**src/rtl/video_ports_ml.sv**
```systemverilog
// Video-mode register file written through one addressed bus: line/frame shadow
// latching, atomic 16-bit scroll commits and an auto-advancing vertical interrupt line.
module video_ports_ml #(
  parameter int NUM_TLAYERS     = 2,
  parameter int OFFS_W          = 9,
  parameter int LINES_PER_FRAME = 320
) (
  input  logic                          clk,
  input  logic                          res_n,
  input  logic                          wr,
  input  logic [5:0]                    addr,
  input  logic [7:0]                    d,
  input  logic                          line_start_s,
  input  logic                          int_start,
  output logic [7:0]                    border,
  output logic [7:0]                    vpage,
  output logic [7:0]                    vconf,
  output logic [7:0]                    palsel,
  output logic [7:0]                    tsconf,
  output logic [7:0]                    tmpage,
  output logic [7:0]                    sgpage,
  output logic [7:0]                    hint_beg,
  output logic [8:0]                    vint_beg,
  output logic [OFFS_W-1:0]             gx_offs,
  output logic [OFFS_W-1:0]             gy_offs,
  output logic [NUM_TLAYERS*OFFS_W-1:0] tx_offs,
  output logic [NUM_TLAYERS*OFFS_W-1:0] ty_offs,
  output logic [NUM_TLAYERS*8-1:0]      tgpage,
  output logic                          frame_mode,
  output logic                          shadow_pend
);
  localparam int         HW  = OFFS_W - 8;
  localparam logic [9:0] LPF = 10'(LINES_PER_FRAME);

  localparam logic [5:0] A_BORDER  = 6'h00;
  localparam logic [5:0] A_ZBORDER = 6'h01;
  localparam logic [5:0] A_VPAGE   = 6'h02;
  localparam logic [5:0] A_ZVPAGE  = 6'h03;
  localparam logic [5:0] A_VCONF   = 6'h04;
  localparam logic [5:0] A_PALSEL  = 6'h05;
  localparam logic [5:0] A_TSCONF  = 6'h06;
  localparam logic [5:0] A_TMPAGE  = 6'h07;
  localparam logic [5:0] A_SGPAGE  = 6'h08;
  localparam logic [5:0] A_HINT    = 6'h09;
  localparam logic [5:0] A_VINT_L  = 6'h0A;
  localparam logic [5:0] A_VINT_H  = 6'h0B;
  localparam logic [5:0] A_GX_L    = 6'h0C;
  localparam logic [5:0] A_GX_H    = 6'h0D;
  localparam logic [5:0] A_GY_L    = 6'h0E;
  localparam logic [5:0] A_GY_H    = 6'h0F;
  localparam logic [5:0] A_LCTL    = 6'h10;
  localparam logic [5:0] A_TGPAGE  = 6'h30;

  typedef logic [OFFS_W-1:0] offs_t;

  logic [7:0] border_q, border_d, vpage_q, vpage_d, vconf_q, vconf_d, palsel_q, palsel_d;
  logic [7:0] tsconf_q, tsconf_d, tmpage_q, tmpage_d, sgpage_q, sgpage_d, hint_q, hint_d;
  logic [7:0] vpage_sh_q, vpage_sh_d, vconf_sh_q, vconf_sh_d, palsel_sh_q, palsel_sh_d;
  logic [8:0] vint_q, vint_d;
  logic [3:0] vinc_q, vinc_d;
  logic [1:0] lctl_q, lctl_d;
  logic       pend_q, pend_d;
  offs_t      gx_q, gx_d, gx_sh_q, gx_sh_d, gy_q, gy_d;
  logic [7:0] gx_hold_q, gx_hold_d, gy_hold_q, gy_hold_d;
  offs_t      tx_q [NUM_TLAYERS];
  offs_t      tx_d [NUM_TLAYERS];
  offs_t      tx_sh_q [NUM_TLAYERS];
  offs_t      tx_sh_d [NUM_TLAYERS];
  offs_t      ty_q [NUM_TLAYERS];
  offs_t      ty_d [NUM_TLAYERS];
  logic [7:0] tx_hold_q [NUM_TLAYERS];
  logic [7:0] tx_hold_d [NUM_TLAYERS];
  logic [7:0] ty_hold_q [NUM_TLAYERS];
  logic [7:0] ty_hold_d [NUM_TLAYERS];
  logic [7:0] tg_q [NUM_TLAYERS];
  logic [7:0] tg_d [NUM_TLAYERS];
  logic [7:0] tg_sh_q [NUM_TLAYERS];
  logic [7:0] tg_sh_d [NUM_TLAYERS];

  logic       latch_ev_s, atomic_s, sh_wr_s, vint_wr_s;
  logic [9:0] vsum_s;
  logic [8:0] vnext_s;

  // Next-state: latch event first (pre-write shadows), then the bus write on top.
  always_comb begin
    latch_ev_s = lctl_q[0] ? int_start : line_start_s;
    atomic_s   = lctl_q[1];
    vint_wr_s  = wr && ((addr == A_VINT_L) || (addr == A_VINT_H));
    vsum_s     = {1'b0, vint_q} + {6'd0, vinc_q};
    vnext_s    = (vsum_s >= LPF) ? 9'(vsum_s - LPF) : vsum_s[8:0];
    sh_wr_s    = 1'b0;

    border_d    = border_q;
    tsconf_d    = tsconf_q;
    tmpage_d    = tmpage_q;
    sgpage_d    = sgpage_q;
    hint_d      = hint_q;
    vinc_d      = vinc_q;
    lctl_d      = lctl_q;
    gy_d        = gy_q;
    gx_hold_d   = gx_hold_q;
    gy_hold_d   = gy_hold_q;
    vpage_sh_d  = vpage_sh_q;
    vconf_sh_d  = vconf_sh_q;
    palsel_sh_d = palsel_sh_q;
    gx_sh_d     = gx_sh_q;
    vpage_d     = latch_ev_s ? vpage_sh_q  : vpage_q;
    vconf_d     = latch_ev_s ? vconf_sh_q  : vconf_q;
    palsel_d    = latch_ev_s ? palsel_sh_q : palsel_q;
    gx_d        = latch_ev_s ? gx_sh_q     : gx_q;
    vint_d      = (int_start && !vint_wr_s) ? vnext_s : vint_q;
    for (int n = 0; n < NUM_TLAYERS; n++) begin
      tx_d[n]      = latch_ev_s ? tx_sh_q[n] : tx_q[n];
      tg_d[n]      = latch_ev_s ? tg_sh_q[n] : tg_q[n];
      tx_sh_d[n]   = tx_sh_q[n];
      tg_sh_d[n]   = tg_sh_q[n];
      ty_d[n]      = ty_q[n];
      tx_hold_d[n] = tx_hold_q[n];
      ty_hold_d[n] = ty_hold_q[n];
    end

    if (wr) begin
      case (addr)
        A_BORDER:  border_d = d;
        A_ZBORDER: border_d = {palsel_q[3:0], 1'b0, d[2:0]};
        A_VPAGE:   begin vpage_sh_d = d; sh_wr_s = 1'b1; end
        A_ZVPAGE:  begin
          vpage_sh_d = {6'b000001, d[3], 1'b1};
          vpage_d    = {6'b000001, d[3], 1'b1};
          sh_wr_s    = 1'b1;
        end
        A_VCONF:   begin vconf_sh_d = d; sh_wr_s = 1'b1; end
        A_PALSEL:  begin palsel_sh_d = d; sh_wr_s = 1'b1; end
        A_TSCONF:  tsconf_d = d;
        A_TMPAGE:  tmpage_d = d;
        A_SGPAGE:  sgpage_d = d;
        A_HINT:    hint_d = d;
        A_VINT_L:  vint_d = {vint_q[8], d};
        A_VINT_H:  begin vint_d = {d[0], vint_q[7:0]}; vinc_d = d[7:4]; end
        A_GX_L:    begin
          if (atomic_s) begin
            gx_hold_d = d;
          end else begin
            gx_sh_d = {gx_sh_q[OFFS_W-1:8], d};
            sh_wr_s = 1'b1;
          end
        end
        A_GX_H:    begin
          gx_sh_d = {d[HW-1:0], atomic_s ? gx_hold_q : gx_sh_q[7:0]};
          sh_wr_s = 1'b1;
        end
        A_GY_L:    begin
          if (atomic_s) gy_hold_d = d;
          else          gy_d = {gy_q[OFFS_W-1:8], d};
        end
        A_GY_H:    gy_d = {d[HW-1:0], atomic_s ? gy_hold_q : gy_q[7:0]};
        A_LCTL:    lctl_d = d[1:0];
        default: begin
          // Layer blocks and tgpage slots beyond NUM_TLAYERS match nothing here.
          for (int n = 0; n < NUM_TLAYERS; n++) begin
            if ((addr[5:4] == 2'b10) && (addr[3:2] == 2'(n))) begin
              case (addr[1:0])
                2'd0: begin
                  if (atomic_s) begin
                    tx_hold_d[n] = d;
                  end else begin
                    tx_sh_d[n] = {tx_sh_q[n][OFFS_W-1:8], d};
                    sh_wr_s    = 1'b1;
                  end
                end
                2'd1: begin
                  tx_sh_d[n] = {d[HW-1:0], atomic_s ? tx_hold_q[n] : tx_sh_q[n][7:0]};
                  sh_wr_s    = 1'b1;
                end
                2'd2: begin
                  if (atomic_s) ty_hold_d[n] = d;
                  else          ty_d[n] = {ty_q[n][OFFS_W-1:8], d};
                end
                2'd3:    ty_d[n] = {d[HW-1:0], atomic_s ? ty_hold_q[n] : ty_q[n][7:0]};
                default: ty_d[n] = ty_q[n];
              endcase
            end else if (addr == (A_TGPAGE + 6'(n))) begin
              tg_sh_d[n] = d;
              sh_wr_s    = 1'b1;
            end else begin
              tg_sh_d[n] = tg_sh_q[n];
            end
          end
        end
      endcase
    end else begin
      sh_wr_s = 1'b0;
    end

    pend_d = sh_wr_s ? 1'b1 : (latch_ev_s ? 1'b0 : pend_q);
  end

  // State registers with asynchronous active-low reset.
  always_ff @(posedge clk or negedge res_n) begin
    if (!res_n) begin
      border_q    <= 8'h00;
      vpage_q     <= 8'h05;
      vconf_q     <= 8'h00;
      palsel_q    <= 8'h0F;
      tsconf_q    <= 8'h00;
      tmpage_q    <= 8'h00;
      sgpage_q    <= 8'h00;
      hint_q      <= 8'h01;
      vpage_sh_q  <= 8'h05;
      vconf_sh_q  <= 8'h00;
      palsel_sh_q <= 8'h0F;
      vint_q      <= 9'd0;
      vinc_q      <= 4'd0;
      lctl_q      <= 2'd0;
      pend_q      <= 1'b0;
      gx_q        <= '0;
      gx_sh_q     <= '0;
      gy_q        <= '0;
      gx_hold_q   <= 8'h00;
      gy_hold_q   <= 8'h00;
      for (int n = 0; n < NUM_TLAYERS; n++) begin
        tx_q[n]      <= '0;
        tx_sh_q[n]   <= '0;
        ty_q[n]      <= '0;
        tx_hold_q[n] <= 8'h00;
        ty_hold_q[n] <= 8'h00;
        tg_q[n]      <= 8'h00;
        tg_sh_q[n]   <= 8'h00;
      end
    end else begin
      border_q    <= border_d;
      vpage_q     <= vpage_d;
      vconf_q     <= vconf_d;
      palsel_q    <= palsel_d;
      tsconf_q    <= tsconf_d;
      tmpage_q    <= tmpage_d;
      sgpage_q    <= sgpage_d;
      hint_q      <= hint_d;
      vpage_sh_q  <= vpage_sh_d;
      vconf_sh_q  <= vconf_sh_d;
      palsel_sh_q <= palsel_sh_d;
      vint_q      <= vint_d;
      vinc_q      <= vinc_d;
      lctl_q      <= lctl_d;
      pend_q      <= pend_d;
      gx_q        <= gx_d;
      gx_sh_q     <= gx_sh_d;
      gy_q        <= gy_d;
      gx_hold_q   <= gx_hold_d;
      gy_hold_q   <= gy_hold_d;
      for (int n = 0; n < NUM_TLAYERS; n++) begin
        tx_q[n]      <= tx_d[n];
        tx_sh_q[n]   <= tx_sh_d[n];
        ty_q[n]      <= ty_d[n];
        tx_hold_q[n] <= tx_hold_d[n];
        ty_hold_q[n] <= ty_hold_d[n];
        tg_q[n]      <= tg_d[n];
        tg_sh_q[n]   <= tg_sh_d[n];
      end
    end
  end

  assign border      = border_q;
  assign vpage       = vpage_q;
  assign vconf       = vconf_q;
  assign palsel      = palsel_q;
  assign tsconf      = tsconf_q;
  assign tmpage      = tmpage_q;
  assign sgpage      = sgpage_q;
  assign hint_beg    = hint_q;
  assign vint_beg    = vint_q;
  assign gx_offs     = gx_q;
  assign gy_offs     = gy_q;
  assign frame_mode  = lctl_q[0];
  assign shadow_pend = pend_q;

  for (genvar n = 0; n < NUM_TLAYERS; n++) begin : g_pack
    assign tx_offs[n*OFFS_W +: OFFS_W] = tx_q[n];
    assign ty_offs[n*OFFS_W +: OFFS_W] = ty_q[n];
    assign tgpage[n*8 +: 8]            = tg_q[n];
  end

endmodule
```
**config.mk**
```make
export PLATFORM = sky130hd
export DESIGN_NAME = video_ports_ml
export DESIGN_NICKNAME = d
export VERILOG_FILES = /design/src/rtl/video_ports_ml.sv
export SDC_FILE = /design/constraint.sdc
export NUM_CORES = 1
export LEC_CHECK = 0
export ABC_AREA = 1
export CORE_MARGIN = 4
export CORE_UTILIZATION = 55
export CTS_CLUSTER_SIZE = 25
export DETAILED_ROUTE_END_ITERATION = 12
export PLACE_DENSITY = 0.8
export SYNTH_ARGS = -nofsm -noshare
export SYNTH_HDL_FRONTEND = slang
export SYNTH_SLANG_ARGS = --single-unit
```
**constraint.sdc**
```tcl
create_clock -name clk -period 4.98 [get_ports clk]
set_input_delay 0.996 -clock clk [delete_from_list [all_inputs] [get_ports clk]]
set_output_delay 0.996 -clock clk [all_outputs]
set_load 0.03 [all_outputs]
```
Yosys cells after proc, flatten, opt, wreduce, memory -nomap -nowiden
Index checks and enable logic that the tools add are counted.
{ "word_totals": {"ff_bits": 265, "out_inout_bits": 145, "word_cells": 168} }
{ "classes": {"n_addsub": 2, "order_cmp": 1, "eq_ne": 33, "mux": 35, "bitwise_logic": 7, "n_reduce_logical": 49} }
{ "ops": {"columns": ["op", "n"], "rows": [
  ["case mux 9 bit (2 select lines)", 7],
  ["2-to-1 mux 8 bit", 10],
  ["== test 6 x 4 -> 1 bit, second input constant", 8],
  ["AND reduction 5 bit", 8],
  ["case mux 8 bit (2 select lines)", 2],
  ["2-to-1 mux 9 bit", 3],
  ["== test 6 x 3 -> 1 bit, second input constant", 4],
  ["AND reduction 6 bit", 4],
  ["!= test 2 bit, second input constant", 10],
  ["AND reduction 2 bit", 10],
  ["OR reduction 17 bit", 1],
  ["AND reduction 4 bit", 4],
  ["nonzero test 2 bit", 7],
  ["== test 6 x 2 -> 1 bit, second input constant", 2],
  ["== test 6 bit, second input constant", 2],
  ["AND reduction 3 bit", 4],
  ["OR reduction 11 bit", 1],
  ["adder 9 x 4 -> 10 bit", 1],
  [">= comparator 10 x 9 -> 1 bit, second input constant", 1],
  ["2-to-1 mux 1 bit", 10],
  ["subtractor 9 bit, second input constant", 1],
  ["NOT 1 bit", 7],
  ["== test 2 bit, second input constant", 3],
  ["== test 6 x 1 -> 1 bit, second input constant", 1],
  ["10 further kinds", 16]
]} }

Depth between registers and ports, before layout
Gate-level depths: netlist (run 1).
{ "logic_depth": {"word_depth": 9, "mapped_depth": 18, "ltp_nobuf": 18} }

Least setup slack after synthesis (run 1)
OpenSTA, ideal clock, no wires.
{ "synth_timing": {"path_type": "in2reg", "startpoint": "input port addr[5]", "endpoint": "register ty_q, in the netlist ty_offs[15]", "setup_time_ps": 118, "arrival_time_ps": 2421, "path_slack_ps": 2441, "stages": 10, "n_path_buf": 1, "cell_sequence": "inv_2 nand2_4 nor2_4 nand2_1 nand2_1 nor3b_4 nand3_4 buf_6 nand2_2 o21ai_2"} }
{ "synth_via": {"elab_chain_len": 4, "word_cells_on_any_way": 22} }
{ "synth_rtl": {"columns": ["element", "line_no", "text"], "rows": [
  ["from (decl)", "11", "input logic [5:0] addr,"],
  ["== test 6 x 4 -> 1 bit, or another cell as far along", "123", "case (addr)"],
  ["OR reduction 17 bit (no line)", null, null],
  ["NOT 1 bit (no line)", null, null],
  ["AND reduction 6 bit (no line) (*)", null, null],
  ["to (signal, indexed assignment)", "254", "ty_q[n] <= ty_d[n];"],
  ["to (decl)", "69", "offs_t ty_q [NUM_TLAYERS];"]
]} }
Every way passes the cells marked *; elsewhere a longest branch is shown, timed or not.
A chain may end at the register's enable or synchronous reset.

Worst setup path after layout (run 1)
{ "layout_timing": {"startpoint": "input port addr[1]", "endpoint": "register tx_sh_q[13] (netlist name)"} }
{ "layout_via": {"elab_chain_len": 4, "word_cells_on_any_way": 26} }
{ "layout_rtl": {"columns": ["element", "line_no", "text"], "rows": [
  ["== test 6 x 4 -> 1 bit, or another cell as far along", "123", null],
  ["OR reduction 17 bit (no line)", null, null],
  ["NOT 1 bit (no line)", null, null],
  ["AND reduction 6 bit (no line)", null, null],
  ["to (signal, indexed assignment)", "253", "tx_sh_q[n] <= tx_sh_d[n];"],
  ["to (decl)", "67", "offs_t tx_sh_q [NUM_TLAYERS];"]
]} }
Several ways; a longest one is shown, not always the timed one. The select of a mux whose other input is x is not followed.

==> impl_metrics.py, run 1 <==
metrics = {
    "run_status": {
        "run_status": "complete, no violations",
    },
    "layout": {
        "drive_gt1_share_pct": 12.7,
        "final_area_um2": 14100,
        "syn_to_final_growth_pct": 23.3,
        "final_nets": 1399,
        "final_cells": 1664,
    },
    "sta": {
        "timing.final.crit_share_pct": 65.3,
        "max_slew_margin_pct": 29.9,
        "hold_slack_ps": 483,
        "finalClockSkew_ps": 9.42,
        "slew_violations": 0,
        "rsz0062_at_grt": "no",
        "setup_viol": 0,
        "max_slew.worst_pin.slew_ps": 1050,
        "max_freq_ghz": 0.308,
        "finalWorstSetupSlack_ps": 1730,
        "fin_crit_ps": 3250,
        "hold_violations": 0,
        "tns_ps": 0,
    },
    "setup_path": {
        "crit_chain": "clkdlybuf4s50_1, inv_2, nand2_1, nor2_2, nand2_4, nand3_2, nor3b_4, nand3_4, nand2_1, o21ai_2",
        "critical_path_class": "in -> reg",
        "critPathMaxStageDelay_ps": 650,
        "startpoint_type": "primary input",
        "cp_data_required_time_ps": 5390,
        "worst_ep_arrival_time_ps": 3660,
        "critPathSlowestCell": "clkdlybuf4s50_1",
        "endpoint_kind": "flop",
        "cpMostUsedCell": "nand2_1",
        "crit_path_max_fanout": 18,
    },
    "floorplanning": {
        "core_um2": 20400,
        "ios": 164,
        "die-width_um": 152,
        "dieArea_um2": 23200,
        "start_util_pct": 56.3,
        "rows": 52,
        "die_h_um": 152,
    },
    "power": {
        "switching_share_pct": 32.1,
        "combPwrFrac_pct": 25.7,
        "leakage_nw": 6.64,
        "switching_power_mw": 2.01,
        "ir_worst_vdd_mv": 0.312,
        "power_density_nw_per_um2": 443,
        "clkPwrFrac_pct": 31.0,
        "internal_power_mw": 4.25,
        "p_seq_share_pct": 43.2,
    },
    "grt": {
        "grt_pass1_vias": 8914,
        "antenna_found_initial": 3,
        "grt_max_degree": 141,
        "grt_pass1_wl_um": 48300,
        "grt.overflow.total": 0,
        "grtUsageTotal_pct": 25.3,
    },
    "cts": {
        "cts_tree": "yes",
        "clk_latency_ps": 520,
        "clockRootBuffer": "clkbuf_16",
        "hold_buffers": 0,
        "cts_sinks": 265,
        "clk_pin_slew_worst_paths_ps": 60,
        "cts_setup_buffers": 0,
        "cts_resized": 0,
        "cts_buffers": 27,
        "clockBufferDepth": 3,
        "htreeDepth": 1,
    },
    "synth": {
        "synth_edf_count": 0,
        "ys_async_sr_fraction_pct": 100,
        "synth_warnings": 0,
        "synth_flop_cell": "dfrtp_1",
        "yosysTopAreaCell": "dfrtp_1",
        "netlist_area_um2": 11500,
        "synth-seq-cells": 265,
        "syn_inst": 1225,
        "synth_most_common_cell": "nand2_1",
        "synth_area_per_cell_um2": 9.37,
        "yosysSeqAreaShare_pct": 57.9,
        "synth_top_area_share_pct": 55.0,
        "synth_fp_nets": 1251,
        "yosys-top-cells-area": "dfrtp_1 55%, nand2_1 11%, o21ai_0 7.2%, mux2_2 4.5%, inv_1 3.3%",
        "synth_common_cells": "344 x nand2_1, 252 x dfrtp_1, 165 x o21ai_0",
        "synthDistinctLibCells": 39,
    },
    "detailed_routing": {
        "first_pass_iters": 5,
        "post_drt_wl_per_cell_um": 17.8,
        "drt_iter0_drc": 680,
        "vias": 9170,
        "wl_um": 29600,
        "drc_errors": 0,
        "routed_via_density": 5.51,
        "ant_nets": 0,
    },
    "placement": {
        "place_hpwl_um": 19900,
        "place_area_um2": 13300,
        "numPortBuffers": 163,
        "gp_congestion": 0.939,
        "place_inst": 1614,
        "dp_slack_ps": 1240,
    },
    "worst_hold_path": {
        "hp-class": "reg -> reg",
    },
    "job": {
        "maxCapViolCount": 0,
    },
}
==> power groups by stage <==
stage          logic [mW]  registers (mW)  clock network, mW
2_1_floorplan       0.518            3.12                  0
3_3_place_gp         1.57            2.73                  0
3_5_place_dp         1.61            2.74                  0
4_1_cts              1.62            2.71               1.97
5_1_grt              1.73            2.75               2.08
6_report             1.61            2.71               1.94
==> worst max-delay path, delay by kind of cell <==
| family | cells | cell delay (ps) |
|---|---|---|
| simple gates | 7 | 1840 |
| buf+inv | 2 | 750 |
| compound gates | 1 | 60 |
==> area by class of cell <==
class | count | area [um^2]
antenna | 1 | 2.50
fill | 1549 | 6220
clock inverter | 8 | 73.8
inverter | 111 | 422
clock buffer | 41 | 778
multi-input combinational | 797 | 4190
timing repair buffer | 171 | 1700
tap | 270 | 338
sequential | 265 | 6650
==> per-stage QoR <==
| step | power [mW] | utilization [%] |
|---|---|---|
| floorplan | 3.64 | - |
| global placement | 4.31 | 65.3 |
| detailed placement | 4.35 | 65.3 |
| CTS | 6.31 | 69.5 |
| global route | 6.56 | 69.5 |
| finish | 6.26 | 69.5 |
==> path summary, 6_finish.rpt <==
check / start / end / slack, ps / cells past startpoint
min in group asynchronous: res_n / tgpage[4] / 570 / 1
worst min register to register: ty_offs[9] / ty_offs[9] / 480 / 2
worst max-delay path: addr[1] / tx_sh_q[13] / 1730 / 10
max in group asynchronous: res_n / palsel_sh_q[0] / 3290 / 2
worst max register to register: vint_beg[0] / vint_beg[6] / 2220 / 16
worst min-delay path: ty_offs[9] / ty_offs[9] / 480 / 2
==> per-layer routing <==
metal / global-route usage (%) / vias to the layer above / share of wire, %
met3: 6.84 / 63 / 9.1
li1: - / 4283 / -
met5: 0 / - / 0.14
met2: 40.0 / 378 / 46
met4: 6.15 / 4 / 2.2
met1: 35.3 / 4442 / 43
==> cells in the final DEF (no fill, tap or decap), drive strengths merged, types with 13 or more instances in the layout <==
| cell | count |
|---|---|
| o21ai | 201 |
| inv | 108 |
| mux2 | 46 |
| clkdlybuf4s50 | 162 |
| a21oi | 36 |
| nor2 | 63 |
| o211ai | 17 |
| nand2 | 359 |
| dfstp | 13 |
| nand3 | 36 |
| dfrtp | 252 |
| clkbuf | 41 |
==> cells by family (layout without fill, tap and decap cells) <==
family | Yosys count | after routing | synth area share, %
fa+ha+maj | 7 | 7 | 0.829
mux | 46 | 46 | 4.51
simple gates | 477 | 477 | 17.7
xor+xnor | 2 | 2 | 0.153
flops | 265 | 265 | 57.9
compound gates | 265 | 265 | 13.2
buf+inv | 163 | 331 | 5.65
other cells | 0 | 1 | 0
==> sequential cells by signal, summed over array words and instances (netlist names), 9 cells and up <==
name	flops
gy_offs	9
tx_hold_q	16
gx_offs	9
tx_sh_q	18
tx_offs	18
gx_sh_q	9
ty_hold_q	16
tgpage	16
tg_sh_q	16
vint_beg	9
ty_offs	18
Note: power is estimated with default switching activity, not from simulation.
==> run 2, diff against run 1 <==
--- a/config.mk
+++ b/config.mk
@@ -7,10 +7,10 @@
 export LEC_CHECK = 0
 export ABC_AREA = 1
 export CORE_MARGIN = 4
-export CORE_UTILIZATION = 55
+export CORE_UTILIZATION = 49
 export CTS_CLUSTER_SIZE = 25
 export DETAILED_ROUTE_END_ITERATION = 12
-export PLACE_DENSITY = 0.8
+export PLACE_DENSITY = 0.76
 export SYNTH_ARGS = -nofsm -noshare
 export SYNTH_HDL_FRONTEND = slang
 export SYNTH_SLANG_ARGS = --single-unit
==> constraint.sdc (replaced) <==
create_clock -name clk -period 2.65 [get_ports clk]
set_input_delay 0.53 -clock clk [delete_from_list [all_inputs] [get_ports clk]]
set_output_delay 0.53 -clock clk [all_outputs]
set_load 0.03 [all_outputs]
==> run 2 against run 1 <==
Compared with the run above: clock skew increased by 4.9 ps; combinational power increased by 100%; setup slack worse by 1600 ps; sequential share of layout area down 2.3 points; die area increased by 12%; wire length increased by 3.7%; critical path depth grew 6; critical path type is now reg -> reg; critical endpoint is now vint_beg[7]; largest cell class unchanged.
==> impl_metrics.py, run 2 (same netlist as run 1, synthesis figures left out) <==
metrics = {
    "placement": {
        "place_area_um2": 13900,
        "numPortBuffers": 163,
        "place_inst": 1718,
        "place_hpwl_um": 21300,
        "gp_congestion": 0.930,
        "dp_slack_ps": -79.0,
    },
    "layout": {
        "final_cells": 1777,
        "final_nets": 1468,
        "final_util_pct": 65.1,
        "final_area_um2": 14900,
        "final_cell_mix": "342 x nand2_1, 251 x dfrtp_1, 165 x o21ai_0",
        "final_common_cell": "nand2_1",
        "syn_to_final_growth_pct": 29.7,
        "drive_gt1_share_pct": 17.8,
    },
    "floorplanning": {
        "die-width_um": 161,
        "rows": 55,
        "core_um2": 22800,
        "die_h_um": 161,
        "start_util_pct": 50.2,
        "ios": 164,
        "dieArea_um2": 25900,
    },
    "power": {
        "clkPwrFrac_pct": 31.7,
        "combPwrFrac_pct": 26.6,
        "p_seq_share_pct": 41.8,
        "internal_power_mw": 8.29,
        "ir_worst_vdd_mv": 0.602,
        "leakage_nw": 6.99,
        "p_total_mw": 12.2,
        "switching_share_pct": 31.8,
        "switching_power_mw": 3.87,
        "power_density_nw_per_um2": 818,
    },
    "grt": {
        "grt_max_degree": 69,
        "grt_pass1_wl_um": 49100,
        "antenna_found_initial": 2,
        "grt_pass1_vias": 9036,
        "grt.overflow.total": 0,
        "grtUsageTotal_pct": 23.5,
    },
    "detailed_routing": {
        "routed_via_density": 5.19,
        "post_drt_wl_per_cell_um": 17.3,
        "wl_um": 30700,
        "drc_errors": 0,
        "vias": 9216,
        "first_pass_iters": 8,
        "ant_nets": 0,
        "drt_iter0_drc": 728,
    },
    "setup_path": {
        "reg2regPathDepth": 16,
        "cp_data_required_time_ps": 3100,
        "cp-startpoint": "vint_beg[0]",
        "endpoint": "vint_beg[7]",
        "r2r-end": "vint_beg[7]",
        "worst_ep_arrival_time_ps": 2930,
        "startpoint_type": "flop",
        "crit_path_max_fanout": 4,
        "reg2reg_slack_ps": 160,
        "critical_path_class": "reg -> reg",
        "timing.rr.start": "vint_beg[0]",
        "endpoint_kind": "flop",
    },
    "sta": {
        "tns_ps": 0,
        "finalWorstSetupSlack_ps": 162,
        "hold_slack_ps": 482,
        "setup_viol": 0,
        "timing.final.crit_share_pct": 93.9,
        "max_freq_ghz": 0.402,
        "finalClockSkew_ps": 14.3,
        "hold_violations": 0,
        "max_slew.worst_pin.slew_ps": 580,
        "slew_violations": 0,
        "fin_crit_ps": 2490,
        "max_slew_margin_pct": 61.3,
    },
    "cts": {
        "cts_buffers": 27,
        "clk_pin_slew_worst_paths_ps": 60,
        "clockRootBuffer": "clkbuf_16",
        "cts_sinks": 265,
        "clk_latency_ps": 540,
        "cts_tree": "yes",
        "htreeDepth": 1,
        "clockBufferDepth": 3,
    },
    "job": {
        "maxCapViolCount": 0,
    },
    "run_status": {
        "run_status": "complete, no violations",
    },
    "worst_hold_path": {
        "hp-class": "reg -> reg",
    },
}
[run 2: power by group through the flow]
stage	Sequential (mW)	Combinational, mW	Clock, mW
2_1_floorplan	5.86	0.974	0
3_3_place_gp	5.11	3.12	0
3_5_place_dp	5.12	3.17	0
4_1_cts	5.07	3.18	3.91
5_1_grt	5.15	3.49	4.09
6_report	5.08	3.23	3.85
[run 2: how the worst min path moves through the flow]
stage                                end  cells after the start      startpoint
after floorplan                border[0]                      0           res_n
after global placement    palsel_sh_q[5]                      2  palsel_sh_q[5]
after detailed placement    gy_hold_q[3]                      2    gy_hold_q[3]
after CTS                   gy_hold_q[3]                      2    gy_hold_q[3]
after global routing         tx_sh_q[13]                      2     tx_sh_q[13]
final                       gy_hold_q[3]                      2    gy_hold_q[3]
[run 2: metal layers]
metal,GRT usage (%),vias up,wire length (um)
met2,36.8,360,13500
met4,5.35,4,735
li1,-,4426,-
met5,0,-,24
met3,6.43,56,2900
met1,33.1,4370,13500
[run 2: area by class of cell]
type                       instances  area (um^2)
clock buffer                      41          768
tap                              313          392
antenna                            1         2.50
inverter                         111          422
multi-input combinational        797         4250
clock inverter                     9          134
fill                            1805         7960
timing repair buffer             240         2270
sequential                       265         6650
[run 2: critical path: stages (launching register included)]
cell and delay [ps]:
dfrtp_1 420, ha_4 190, fa_2 410, nand3_2 100
nand2_2 90, nand4_1 100, nand2_2 90, inv_2 70
ha_2 150, nand2_1 50, nor2_1 80, nand3_1 90
nor2_2 160, nand3_2 120, nand3_1 90, nand2_1 50
o21ai_0 140
[run 2: what timing repair did]
item / CTS / global route
endpoints found under the hold margin: 63 / 0
setup buffers: 0 / 7
hold buffers: 1 / 0
resized for setup: 0 / 16
endpoints found under the setup margin: 0 / 2
==> RTL change 1 (config.mk and constraints of run 2) <==
`NUM_TLAYERS`: 2 -> 1.
--- a/src/rtl/video_ports_ml.sv
+++ b/src/rtl/video_ports_ml.sv
@@ -3,3 +3,3 @@
 module video_ports_ml #(
-  parameter int NUM_TLAYERS     = 2,
+  parameter int NUM_TLAYERS     = 1,
   parameter int OFFS_W          = 9,
Ports: changed (resized tgpage, tx_offs and ty_offs); port bits go from 164 to 138. The function was not compared with the original's and may differ.
==> RTL change 1 against run 2 <==
  * Core utilization is 1.6 points higher
  * Clock skew is 0.0070 ns lower
  * Sequential cell count is 59 lower
  * Synthesized area is 23% lower
  * Wire length is 20% lower
  * Combinational power is 6.5% lower
  * Worst setup slack better by 0.0034 ns
  * Clock power is 21% lower
  * Power is 17% lower
  * Cell area is 21% lower
  * Critical path type unchanged
==> RTL change 1: results (changes against run 2) <==
Initial antenna violation count - 1 (-1)
Drt pass-1 iters - 5 (-3)
Largest net degree at the start of global routing - 66 (-4.3%)
DR WL met2 - 11,200 um (-17%)
Initial DRC Count - 534 (-27%)
Critical R2R Launch - vinc_q[0]$_DFFE_PN0P_
IR drop worst, VDD - 0.774 mV (+29%)
DP Worst Slack - -0.0196 ns (+0.0594 ns)
Status - finished clean
Metal-1 WL - 10,600 um (-21%)
LEAKAGE - 0.00560 uW (-20%)
Port Buf Inserts - 137 (-16%)
Top cells by area, synth - dfrtp_1, nand2_1, o21ai_0
Seq/Total Area, Yosys - 0.582 (+0.00287)
Crit. Startpoint - vinc_q[0]$_DFFE_PN0P_
Global-route wire length before repair - 39,200 um (-20%)
Slowest cell on crit path - fa_2
DP Area - 10,900 sq um (-22%)
TritonCTS Buffers - 21 (-22%)
Clock Skew - 0.00730 ns (-0.00701 ns)
Antenna Cells - 0 (-1)
GPL Wtd Cong - 0.918 (-1.3%)
DR WL met3 - 2160 um (-25%)
Commonest cells in the netlist - nand2_1, dfrtp_1, o21ai_0, inv_1, nor2_1
Filler Cells Inserted - 1,400 (-22%)
Gr usage total - 0.242 (+0.00731)
Skew-Pair Late Insertion Delay - 0.50 ns (-0.04 ns)
Share of post-route cells with drive strength above 1 - 0.129 (-0.0492)
[RTL change 1: cell count changes in the layout (fill, tap and decap cells not counted), moves of 6 or more]
cell,delta
dfrtp_1,-59
o21ai_0,-20
a31oi_1,+17
clkdlybuf4s50_1,-26
o21ai_2,-32
inv_1,-24
nand2_1,+13
clkbuf_16,-6
a21oi_1,-16
mux2_2,-39
nand2_2,-9
nor2_1,-12
buf_4,-15
[RTL change 1: cells by family after synthesis]
kind of cell,count (synthesis),share of synthesized area
adders and majority gates,7,0.0107
AOI/OAI and AO/OA,212,0.132
DFF,206,0.582
buffers and inverters,121,0.0542
and+or+nand+nor,463,0.212
muxes,7,0.00887
[RTL change 1: worst paths after layout]
check / to / slack, ns / cells after the start
max in group asynchronous: vpage_sh_q[0]$_DFFE_PN1P_ / 1.88 / 2
max: vint_beg[7]$_DFFE_PN0N_ / 0.17 / 18
min reg2reg: tgpage[2]$_DFFE_PN0P_ / 0.47 / 2
max reg2reg: vint_beg[7]$_DFFE_PN0N_ / 0.17 / 18
min: gx_offs[0]$_DFFE_PN0P_ / 0.04 / 1
min in group clk: tgpage[2]$_DFFE_PN0P_ / 0.47 / 2
[RTL change 1: stage by stage]
| stage | setup TNS, ns | utilization | std cells |
|---|---|---|---|
| final | 0 | 0.668 | 1439 |
| after global routing | -0.0947 | 0.668 | 1439 |
| after CTS | 0 | 0.661 | 1434 |
| after detailed placement | -0.0302 | 0.620 | 1396 |
| after global placement | 0 | 0.620 | 1396 |
| after floorplan | 0 | - | 1016 |
[RTL change 1: final cells by class]
cell class	instances	share of cell area
clock buffers	32	0.0535
clock inverters	6	0.00748
inverters	82	0.0263
multi-input cells	689	0.284
flip-flops and latches	206	0.442
well taps	225	0.0240
repair buffers	199	0.163
[RTL change 1: what timing repair did]
| action | in CTS | in global routing |
|---|---|---|
| setup endpoints to repair | 2 | 2 |
| gates resized for setup | 1 | 18 |
| pin swaps | 0 | 11 |
| buffers inserted | 0 | 5 |
[RTL change 1: power by group]
group          total [uW]  internal (uW)  switching, uW  leakage, uW
combinational        3020           1210           1810      0.00259
clock                3040           1830           1210     0.000353
sequential           4060           3690            369      0.00266
total               10100           6730           3390      0.00560
[RTL change 1: metal layers]
layer,track usage,vias up
met5,0,-
met1,0.346,3666
met3,0.0620,50
met4,0.0575,2
li1,-,3687
met2,0.376,286
==> RTL change 2 (settings of run 2) <==
Made on the original files. `vconf_sh_q`, `gx_hold_q` and `gy_hold_q` no longer have a reset.
--- a/src/rtl/video_ports_ml.sv
+++ b/src/rtl/video_ports_ml.sv
@@ -209,3 +209,2 @@
       vpage_sh_q  <= 8'h05;
-      vconf_sh_q  <= 8'h00;
       palsel_sh_q <= 8'h0F;
@@ -218,4 +217,2 @@
       gy_q        <= '0;
-      gx_hold_q   <= 8'h00;
-      gy_hold_q   <= 8'h00;
       for (int n = 0; n < NUM_TLAYERS; n++) begin
@@ -239,3 +236,2 @@
       vpage_sh_q  <= vpage_sh_d;
-      vconf_sh_q  <= vconf_sh_d;
       palsel_sh_q <= palsel_sh_d;
@@ -248,4 +244,2 @@
       gy_q        <= gy_d;
-      gx_hold_q   <= gx_hold_d;
-      gy_hold_q   <= gy_hold_d;
       for (int n = 0; n < NUM_TLAYERS; n++) begin
@@ -260,2 +254,8 @@
     end
+  end
+
+  always_ff @(posedge clk) begin
+    vconf_sh_q <= vconf_sh_d;
+    gx_hold_q  <= gx_hold_d;
+    gy_hold_q  <= gy_hold_d;
   end
Function: not settled (the Yosys comparison gave no result); the edit may change what the design does.
==> RTL change 2 against run 2 <==
  * Worst setup slack improved by 0.031 ns
  * Worst hold slack got worse by 0.0063 ns
  * Core utilization decreased by 0.27 points
  * Sequential cell count unchanged
  * Power decreased by 0.85%
  * Highest routed layer unchanged
  * Synthesized area decreased by 0.85%
  * Cell area decreased by 1.0%
  * Wire length decreased by 0.23%
  * Non-clock buffer count increased by 2
==> RTL change 2: results (changes against run 2) <==
Metal-1 WL - 12,900 um (-4.1%)
Syn nets - 1,189 (-5.0%)
Critical Path Fanout Max - 6 (+2)
Skew-Pair Late Insertion Delay - 0.54 ns (about the same)
IR drop worst, VDD - 0.580 mV (-3.6%)
DP Area - 13,800 sq um (-0.32%)
Clock Skew - 0.0147 ns (+0.000372 ns)
GPL Wtd Cong - 0.953 (+2.4%)
DP Cell Count - 1,641 (-4.5%)
LEAKAGE - 0.00693 uW (-0.89%)
Top cells by area, synth - dfrtp_1, nand2_1, edfxtp_1
EDFF count, synth - 24 (+24)
Global-route wire length before repair - 49,600 um (+1.1%)
Share of post-route cells with drive strength above 1 - 0.183 (+0.00552)
Slew headroom - 0.471 (-0.141)
Met3 Usage GRT - 0.0624 (-0.00195)
Distinct cells, synth - 36 (-7.7%)
Status - finished clean
Initial DRC Count - 597 (-18%)
Layout Nets - 1,413 (-3.7%)
DP Worst Slack - -0.00105 ns (+0.0779 ns)
Sw Ratio - 0.325 (+0.00648)
Port Buf Inserts - 163 (unchanged)
Yosys warns - 0 (unchanged)
M1 GR Usage - 0.324 (-0.00718)
Crit path DAT - 2.88 ns (-0.05 ns)
DR WL met3 - 2490 um (-14%)
Drt wl/cell - 18.1 um (+4.7%)
Seq/Total Area, Yosys - 0.595 (+0.0155)
DR WL met2 - 14,600 um (+7.6%)
Ys async rst share - 0.909 (-0.0906)
Drt pass-1 iters - 5 (-3)
Routed vias/inst - 5.26 (+1.4%)
Avg Inst Size Synth - 9.78 sq um (+4.4%)
DPL Wire Length - 21,200 um (-0.39%)
Met2 global-route usage - 0.390 (+0.0224)
Commonest cells in the netlist - nand2_1, dfrtp_1, o21ai_0, inv_1, mux2_2
Largest net degree at the start of global routing - 72 (+4.3%)
Vias in the first global route - 8,978 (-0.64%)
==> RTL change 2: cell types whose count changed in the layout (fill, tap and decap cells not counted), sizes merged, moves of 11 or more <==
cell / delta
a21oi: -16
dfrtp: -24
edfxtp: +24
mux2: +11
nand2: -17
nand3: +14
nor2: -13
o21ai: -23
==> RTL change 2: timing repair <==
action | 4_1_cts | 5_1_grt
hold buffers | 1 | 0
endpoints found under the setup margin | 0 | 2
hold endpoints to repair | 18 | 0
resized for setup | 0 | 5
buffers inserted | 0 | 1
==> RTL change 2: kinds of logic after synthesis <==
| family | Yosys count | synth area share |
|---|---|---|
| compound gates | 225 | 0.116 |
| flops | 265 | 0.595 |
| xor+xnor | 1 | 0.000770 |
| mux | 57 | 0.0564 |
| simple gates | 457 | 0.170 |
| buf+inv | 151 | 0.0541 |
| fa+ha+maj | 7 | 0.00836 |
==> RTL change 2: final timing paths <==
| check | startpoint | end | slack, ns | cells after the start |
|---|---|---|---|---|
| worst max-delay path | vint_beg[2]$_DFFE_PN0N_ | vint_beg[7]$_DFFE_PN0N_ | 0.19 | 18 |
| worst min-delay path | vconf_sh_q[5]$_DFFE_PP_ | vconf[5]$_DFFE_PN0P_ | 0.48 | 1 |
| worst max register to register | vint_beg[2]$_DFFE_PN0N_ | vint_beg[7]$_DFFE_PN0N_ | 0.19 | 18 |
| worst min register to register | vconf_sh_q[5]$_DFFE_PP_ | vconf[5]$_DFFE_PN0P_ | 0.48 | 1 |
| max in group asynchronous | res_n | vint_beg[3]$_DFFE_PN0N_ | 1.26 | 3 |
| min in group asynchronous | res_n | gy_offs[5]$_DFFE_PN0P_ | 0.58 | 2 |
==> RTL change 2: power groups by stage <==
stage / registers, uW / clock network, uW / logic [uW]
after global routing: 5130 / 3990 / 3510
after detailed placement: 5130 / 0 / 3230
after CTS: 5070 / 3810 / 3250
after floorplan: 5820 / 0 / 1060
after global placement: 5110 / 0 / 3190
final: 5060 / 3760 / 3240
==> RTL change 2: metrics by stage <==
step | TNS, ns | utilization | total power [uW]
after CTS | 0 | 0.648 | 12100
after global routing | -0.00396 | 0.649 | 12600
after floorplan | 0 | - | 6890
after global placement | 0 | 0.608 | 8300
after detailed placement | -0.00105 | 0.608 | 8360
final | 0 | 0.649 | 12100
==> RTL change 2: area by class of cell <==
cell class              count  area (sq um)
fillers                  1869          7980
flip-flops and latches    265          6770
multi-input cells         747          4020
repair buffers            242          2310
clock buffers              35           767
inverters                 104           393
well taps                 285           357
clock inverters            15           119
